## src/rtl/rc5_encrypt_if.sv

```systemverilog
// Plaintext/ciphertext handshake bundle for the RC5-16 encryption core.
interface rc5_encrypt_if #(
    parameter int unsigned W_SIZE = 16
);
    logic                  in_valid;
    logic                  in_ready;
    logic [2*W_SIZE-1:0]   in_data;
    logic [4:0]            num_rounds;
    logic                  out_valid;
    logic                  out_ready;
    logic [2*W_SIZE-1:0]   out_data;

    modport master (
        output in_valid, in_data, num_rounds, out_ready,
        input  in_ready, out_valid, out_data
    );

    modport slave (
        input  in_valid, in_data, num_rounds, out_ready,
        output in_ready, out_valid, out_data
    );
endinterface

```

## src/rtl/rc5_encrypt.sv

```systemverilog
// Iterative RC5-16/r/b encryption core: one half-round per clock using the
// subkey table produced by keygen.
module rc5_encrypt #(
    parameter int unsigned W_SIZE     = 16,
    parameter int unsigned T_MAX      = 34,
    parameter int unsigned MAX_ROUNDS = 16
) (
    input  logic                          clk,
    input  logic                          rst,
    input  logic [T_MAX-1:0][W_SIZE-1:0]  subkeys,
    input  logic                          subkeys_valid,
    input  logic                          key_start,
    rc5_encrypt_if.slave                  bus
);
    localparam int unsigned RW = $clog2(W_SIZE);
    localparam int unsigned NW = 5;
    localparam int unsigned HW = $clog2(2 * MAX_ROUNDS);
    localparam int unsigned IW = $clog2(T_MAX);

    typedef enum logic [1:0] {IDLE, RUN, OUT} state_t;

    state_t              state, state_next;
    logic                key_loaded;
    logic [W_SIZE-1:0]   a, b;
    logic [HW-1:0]       h;
    logic [NW-1:0]       rounds;
    logic [NW-1:0]       r_in;
    logic                in_ready_c;
    logic                accept;
    logic                h_done;
    logic [IW-1:0]       idx;
    logic [W_SIZE-1:0]   mix_a, mix_b;

    function automatic logic [W_SIZE-1:0] rotl(input logic [W_SIZE-1:0] x,
                                               input logic [RW-1:0]     n);
        logic [2*W_SIZE-1:0] d;
        d = {x, x} << n;
        return d[2*W_SIZE-1:W_SIZE];
    endfunction

    assign r_in   = (bus.num_rounds > NW'(MAX_ROUNDS)) ? NW'(MAX_ROUNDS) : bus.num_rounds;
    assign accept = bus.in_valid && in_ready_c;
    assign h_done = ((HW+1)'(h) + (HW+1)'(1)) == (HW+1)'({rounds, 1'b0});
    assign idx    = IW'(h) + IW'(2);
    // Odd half-rounds see the A written on the previous (even) half-round.
    assign mix_a  = rotl(a ^ b, b[RW-1:0]) + subkeys[idx];
    assign mix_b  = rotl(b ^ a, a[RW-1:0]) + subkeys[idx];

    // State register
    always_ff @(posedge clk or posedge rst) begin
        if (rst) state <= IDLE;
        else     state <= state_next;
    end

    // Next-state logic; key_start abandons any block in flight
    always_comb begin
        state_next = state;
        unique case (state)
            IDLE: if (accept) state_next = (r_in == '0) ? OUT : RUN;
            RUN: begin
                if (key_start)   state_next = IDLE;
                else if (h_done) state_next = OUT;
            end
            OUT: begin
                if (key_start || bus.out_ready) state_next = IDLE;
            end
            default: state_next = IDLE;
        endcase
    end

    // Output decode
    always_comb begin
        in_ready_c    = (state == IDLE) && key_loaded && !key_start;
        bus.in_ready  = in_ready_c;
        bus.out_valid = (state == OUT);
        bus.out_data  = {b, a};
    end

    // Subkey table validity tracking; a pending overwrite wins
    always_ff @(posedge clk or posedge rst) begin
        if (rst)                key_loaded <= 1'b0;
        else if (key_start)     key_loaded <= 1'b0;
        else if (subkeys_valid) key_loaded <= 1'b1;
    end

    // Block datapath: pre-whitening on accept, then alternating half-rounds
    always_ff @(posedge clk or posedge rst) begin
        if (rst) begin
            a      <= '0;
            b      <= '0;
            h      <= '0;
            rounds <= '0;
        end else if (accept) begin
            a      <= bus.in_data[W_SIZE-1:0] + subkeys[0];
            b      <= bus.in_data[2*W_SIZE-1:W_SIZE] + subkeys[1];
            rounds <= r_in;
            h      <= '0;
        end else if (state == RUN) begin
            if (!h[0]) a <= mix_a;
            else       b <= mix_b;
            h <= h + HW'(1);
        end
    end
endmodule

```

## src/flat_wrapper.sv

```systemverilog
// flat-port wrapper written by rule: the top's interface ports become plain ports
module rc5_encrypt_flat 
#(
    parameter int unsigned W_SIZE     = 16,
    parameter int unsigned T_MAX      = 34,
    parameter int unsigned MAX_ROUNDS = 16
)
  (clk, rst, subkeys, subkeys_valid, key_start, bus_in_valid, bus_in_data, bus_num_rounds, bus_out_ready, bus_in_ready, bus_out_valid, bus_out_data);
  rc5_encrypt_if #(.W_SIZE(W_SIZE)) bus_i ();
  input  logic clk;
  input  logic rst;
  input  logic [T_MAX-1:0][W_SIZE-1:0] subkeys;
  input  logic subkeys_valid;
  input  logic key_start;
  input wire logic [$bits(bus_i.in_valid)-1:0] bus_in_valid;
  input wire logic [$bits(bus_i.in_data)-1:0] bus_in_data;
  input wire logic [$bits(bus_i.num_rounds)-1:0] bus_num_rounds;
  input wire logic [$bits(bus_i.out_ready)-1:0] bus_out_ready;
  output wire logic [$bits(bus_i.in_ready)-1:0] bus_in_ready;
  output wire logic [$bits(bus_i.out_valid)-1:0] bus_out_valid;
  output wire logic [$bits(bus_i.out_data)-1:0] bus_out_data;
  assign bus_i.in_valid = bus_in_valid;
  assign bus_i.in_data = bus_in_data;
  assign bus_i.num_rounds = bus_num_rounds;
  assign bus_i.out_ready = bus_out_ready;
  assign bus_in_ready = bus_i.in_ready;
  assign bus_out_valid = bus_i.out_valid;
  assign bus_out_data = bus_i.out_data;
  rc5_encrypt #(.W_SIZE(W_SIZE), .T_MAX(T_MAX), .MAX_ROUNDS(MAX_ROUNDS)) u_core (.clk(clk), .rst(rst), .subkeys(subkeys), .subkeys_valid(subkeys_valid), .key_start(key_start), .bus(bus_i));
endmodule
```

## config.mk

```make
export PLATFORM = sky130hd
export DESIGN_NAME = rc5_encrypt_flat
export DESIGN_NICKNAME = d
export VERILOG_FILES = /design/src/rtl/rc5_encrypt_if.sv /design/src/rtl/rc5_encrypt.sv /design/src/flat_wrapper.sv
export SDC_FILE = /design/constraint.sdc
export NUM_CORES = 1
export LEC_CHECK = 0
export CORE_AREA = 2 2 241 243
export CTS_CLUSTER_SIZE = 12
export DETAILED_ROUTE_END_ITERATION = 8
export DIE_AREA = 0 0 243 245
export PLACE_DENSITY = 0.48
export SETUP_SLACK_MARGIN = 0.15
export SLEW_MARGIN = 15
export SYNTH_ARGS = -nofsm -noshare
export SYNTH_HDL_FRONTEND = slang
export SYNTH_SLANG_ARGS = --single-unit
```

## constraint.sdc

```tcl
create_clock -name clk -period 6.4 [get_ports clk]
set_clock_uncertainty 0.15 [all_clocks]
set_input_delay 0.64 -clock clk [delete_from_list [all_inputs] [get_ports clk]]
set_output_delay 0.64 -clock clk [all_outputs]
set_load 0.01 [all_outputs]
```

==> impl_summary.txt <==
----------------------------------------------------
[Status]
  Outcome ... finished, final reports clean

[Synth]
  Largest family of logic cells by synthesized area ... multiplexers
  Cell variety after synth ... 55
  Post-synthesis sequential area ratio ... 10.8%
  Number of nets in the synthesized netlist ... 1,696
  Mapped Cells ... 1,043
  Synth Area in Adders ... 8.19%
  Complex-gate fraction of the synthesized area ... 14.5%
  Synth Cell Area ... 10,500 sq um
  Syn_area_per_cell ... 10.0 sq um
  Share of synthesized cell area in and, or, nand and nor gates ... ~10%
  XOR/XNOR share of the synthesized area ... approximately 6.6%
  Synthesis-stage register bit count ... 45
  Multiplexer fraction of the synthesized cell area ... 45.8%
  Synthesis Warnings ... 0
  Async S/R FF share, synth ... 100%
  Dominant synthesized flop cell ... dfrtp_1
  Number of enable flip-flop cells after synthesis ... 0

[Job]
  MaxCap Viol Count ... 0

[Clock tree]
  Number of CTS-inserted buffers ... 5
  Worst-Skew Late Latency ... 0.30 ns
  Sinks on the clock net ... 45
  Number of H-tree branching levels ... 2
  TritonCTS clock tree ... done
  Hold buffers post-CTS ... 0
  CTS Buffer Depth ... 2
  Clock-pin slew on the worst setup and hold paths ... 0.07 ns
  Cts repair resizes ... 0
  Clk Tree Root Cell ... clkbuf_16
  Number of buffers added for setup after CTS ... 0

[Final layout]
  Cell Count, Final, Fillers Out ... between 2,000 and 2,500
  Top library cells by usage in the layout, fill and taps aside ... clkdlybuf4s50_1 (620), mux4_2 (166), mux2i_1 (84), nand2_1 (79)
  Fraction of final layout cells with drive strength greater than 1 ... between 10% and 20%
  Commonest non-fill, non-tap cell in the layout ... clkdlybuf4s50_1
  Area delta synth->final ... 70.5%
  Count of nets after finishing ... around 2,300

[Setup path]
  Sort of element at the start of the critical path ... register
  Register-to-Register Path Depth ... 15
  Worst Setup SP ... u_core.h[0]
  Crit path arrival time ... 5.21 ns
  Startpoint of the worst-slack reg-to-reg timing path ... u_core.h[0]
  Reg-to-reg endpoint ... u_core.a[13]
  Crit path capture type ... register
  Crit path capture ... u_core.a[13]
  Required time of the worst setup path ... 6.40 ns
  Crit Path Class ... reg2reg
  Register-to-register setup slack ... 1.19 ns
  Worst-path maximum fanout ... 22

[Drt]
  Detailed-route vias per instance ... 4.91
  Drc violations ... 0
  Wirelength, routed ... roughly 71,000 um
  DR iter-0 viols ... 768
  Initial DRT Pass Iterations ... 5
  Routed len/inst ... 29.3 um
  Antenna viol nets, final ... 0
  Routed via count ... 11,800

[Pwr]
  Fraction of power consumed by combinational cells ... between 90% and 100%
  Maximum VDD drop ... roughly 0.36 mV
  Switching part of the total power ... 52.8%
  Power per unit of standard cell area ... 554 nW/um^2
  Reported net switching power ... 5.22 mW
  Flop pwr share ... 6.5%
  Power share of the clock group ... under 10%
  Standby leakage power ... approximately 6.5 nW
  Internal power ... 4.66 mW

[GRT]
  Total global-route track usage ... 22.7%
  Number of antenna violations at the first check in global routing ... 44
  Maximum number of pins on one net before global-route repair ... 76
  First-pass GRT wire length ... 94,200 um
  Number of global-route vias before repair ... 12,000
  Remaining global-route overflow ... 0

[STA]
  Setup WS post-layout ... 1.19 ns
  Shortest clock period the worst path allows after layout ... 5.21 ns
  Unrepaired setup endpoints after global routing ... no
  Max Fclk ... 192 MHz
  Total Neg Setup Slack ... 0 ns
  Max-slew violation total from the final report ... 0
  Portion of the clock cycle consumed by the worst path in the final layout ... 81.4%
  Setup violation total in the final timing report ... 0
  Worst-case headroom to the max-slew limit ... 29.8%
  Endpoints failing hold ... 0
  Slew @ Worst Pin ... 1.05 ns

[Die]
  Area enclosed by the die boundary ... about 60,000 sq um
  X dimension of the die ... 243 um
  Vert. Die Dim ... 245 um
  Number of top-level design ports ... 621
  Core area ... 57,000 sq um
  Effective utilization at floorplan ... 18.3%
  Placement Rows ... 88

[Placed design]
  Worst setup timing slack at the placement stage ... 1.14 ns
  Detailed placer's ending HPWL ... around 63,000 um
  Port-buffer cells ... slightly above 600
  Number of placed instances with taps included ... roughly 2,400
  Placer Congestion ... 0.948

[Worst hold path]
  Start point of the worst hold path ... u_core.rounds[0]
  Worst Hold Class ... reg2reg

----------------------------------------------------
[worst max-delay path, stage by stage, from the launching register on]
cell,delay [ns]
dfrtp_4,0.76
buf_12,0.28
buf_12,0.18
mux4_2,0.50
mux4_2,0.52
mux2i_1,0.26
o22ai_1,0.18
ha_1,0.30
or3_1,0.37
a211oi_1,0.56
o311ai_0,0.20
a21oi_1,0.24
xnor2_1,0.15
nor2_1,0.05
a211oi_1,0.26
a21oi_1,0.07
[metal layers]
metal	global-route usage (%)	wire, um
met1	27.9	28700
met2	36.6	34200
met3	5.85	5120
met4	11.8	2520
met5	0	121
[worst min path at each step]
stage | to | cells past startpoint | slack [ns]
6_report | u_core.rounds[0] | 2 | 0.35
5_1_grt | u_core.rounds[1] | 2 | 0.36
4_1_cts | u_core.rounds[0] | 2 | 0.35
3_5_place_dp | u_core.rounds[0] | 2 | 0.33
3_3_place_gp | u_core.key_loaded | 2 | 0.33
2_1_floorplan | u_core.key_loaded | 2 | 0.31
[registers in the layout, summed over array words and instances (netlist names)]
signal,count
u_core.state,2
u_core.key_loaded,1
u_core.a,16
u_core.b,16
u_core.rounds,5
u_core.h,5
[power by group through the flow]
stage	Clock (mW)	Sequential, mW	Combinational, mW
floorplan	0	0.573	6.05
global placement	0	0.651	8.89
detailed placement	0	0.653	8.85
CTS	0.309	0.647	8.92
global route	0.322	0.658	9.68
finish	0.306	0.641	8.94
[area by class of cell]
type                       instances  area (sq um)
fill                            5985         39200
inverter                          40           150
timing repair buffer             647          6470
sequential                        45          1130
clock inverter                     2          35.0
antenna                           24          60.1
clock buffer                       6           129
tap                              765           957
multi-input combinational        882          8890
[cell families (layout without fill, tap and decap cells)]
kind of cell / count (synthesis) / after routing
AO/OA/AOI/OAI: 247 / 247
XOR/XNOR: 77 / 77
adder cells (fa/ha/maj): 66 / 66
buffers and inverters: 116 / 695
flip-flops: 45 / 45
multiplexers: 264 / 264
other: 0 / 24
AND/OR/NAND/NOR: 228 / 228
[through the flow]
| step | instance area (sq um) | power [mW] | util [%] | hold slack [ns] |
|---|---|---|---|---|
| after floorplan | 10500 | 6.62 | - | 0.306 |
| after global placement | 17600 | 9.54 | 30.9 | 0.328 |
| after detailed placement | 17600 | 9.50 | 30.9 | 0.334 |
| after CTS | 17800 | 9.88 | 31.1 | 0.351 |
| after global routing | 17800 | 10.7 | 31.2 | 0.362 |
| final | 17800 | 9.88 | 31.3 | 0.347 |
[cell usage after synthesis, types with 5 or more instances]
| cell | instances | share of area, % |
|---|---|---|
| mux4_2 | 166 | 36 |
| mux2i_1 | 84 | 8.0 |
| nand2_1 | 79 | 2.8 |
| a21oi_1 | 75 | 3.6 |
| nor2_1 | 75 | 2.7 |
| ha_1 | 62 | 7.4 |
| o21ai_0 | 58 | 2.8 |
| clkbuf_1 | 50 | 1.8 |
| dfrtp_1 | 45 | 11 |
| inv_1 | 40 | 1.4 |
| xnor2_1 | 40 | 3.4 |
| xor2_1 | 36 | 3.0 |
| a211oi_1 | 30 | 2.2 |
| o22ai_1 | 16 | 0.96 |
| buf_1 | 13 | 0.47 |
| a21o_1 | 12 | 0.86 |
| a31oi_1 | 12 | 0.72 |
| buf_2 | 12 | 0.57 |
| nand3_1 | 12 | 0.57 |
| nor2b_1 | 12 | 0.72 |
| nor3_1 | 12 | 0.57 |
| mux2_2 | 11 | 1.2 |
| o21a_1 | 11 | 0.79 |
| and3_1 | 8 | 0.48 |
| nand2b_1 | 8 | 0.48 |
| or3_1 | 5 | 0.30 |
Power figures use the tool's default switching activity.
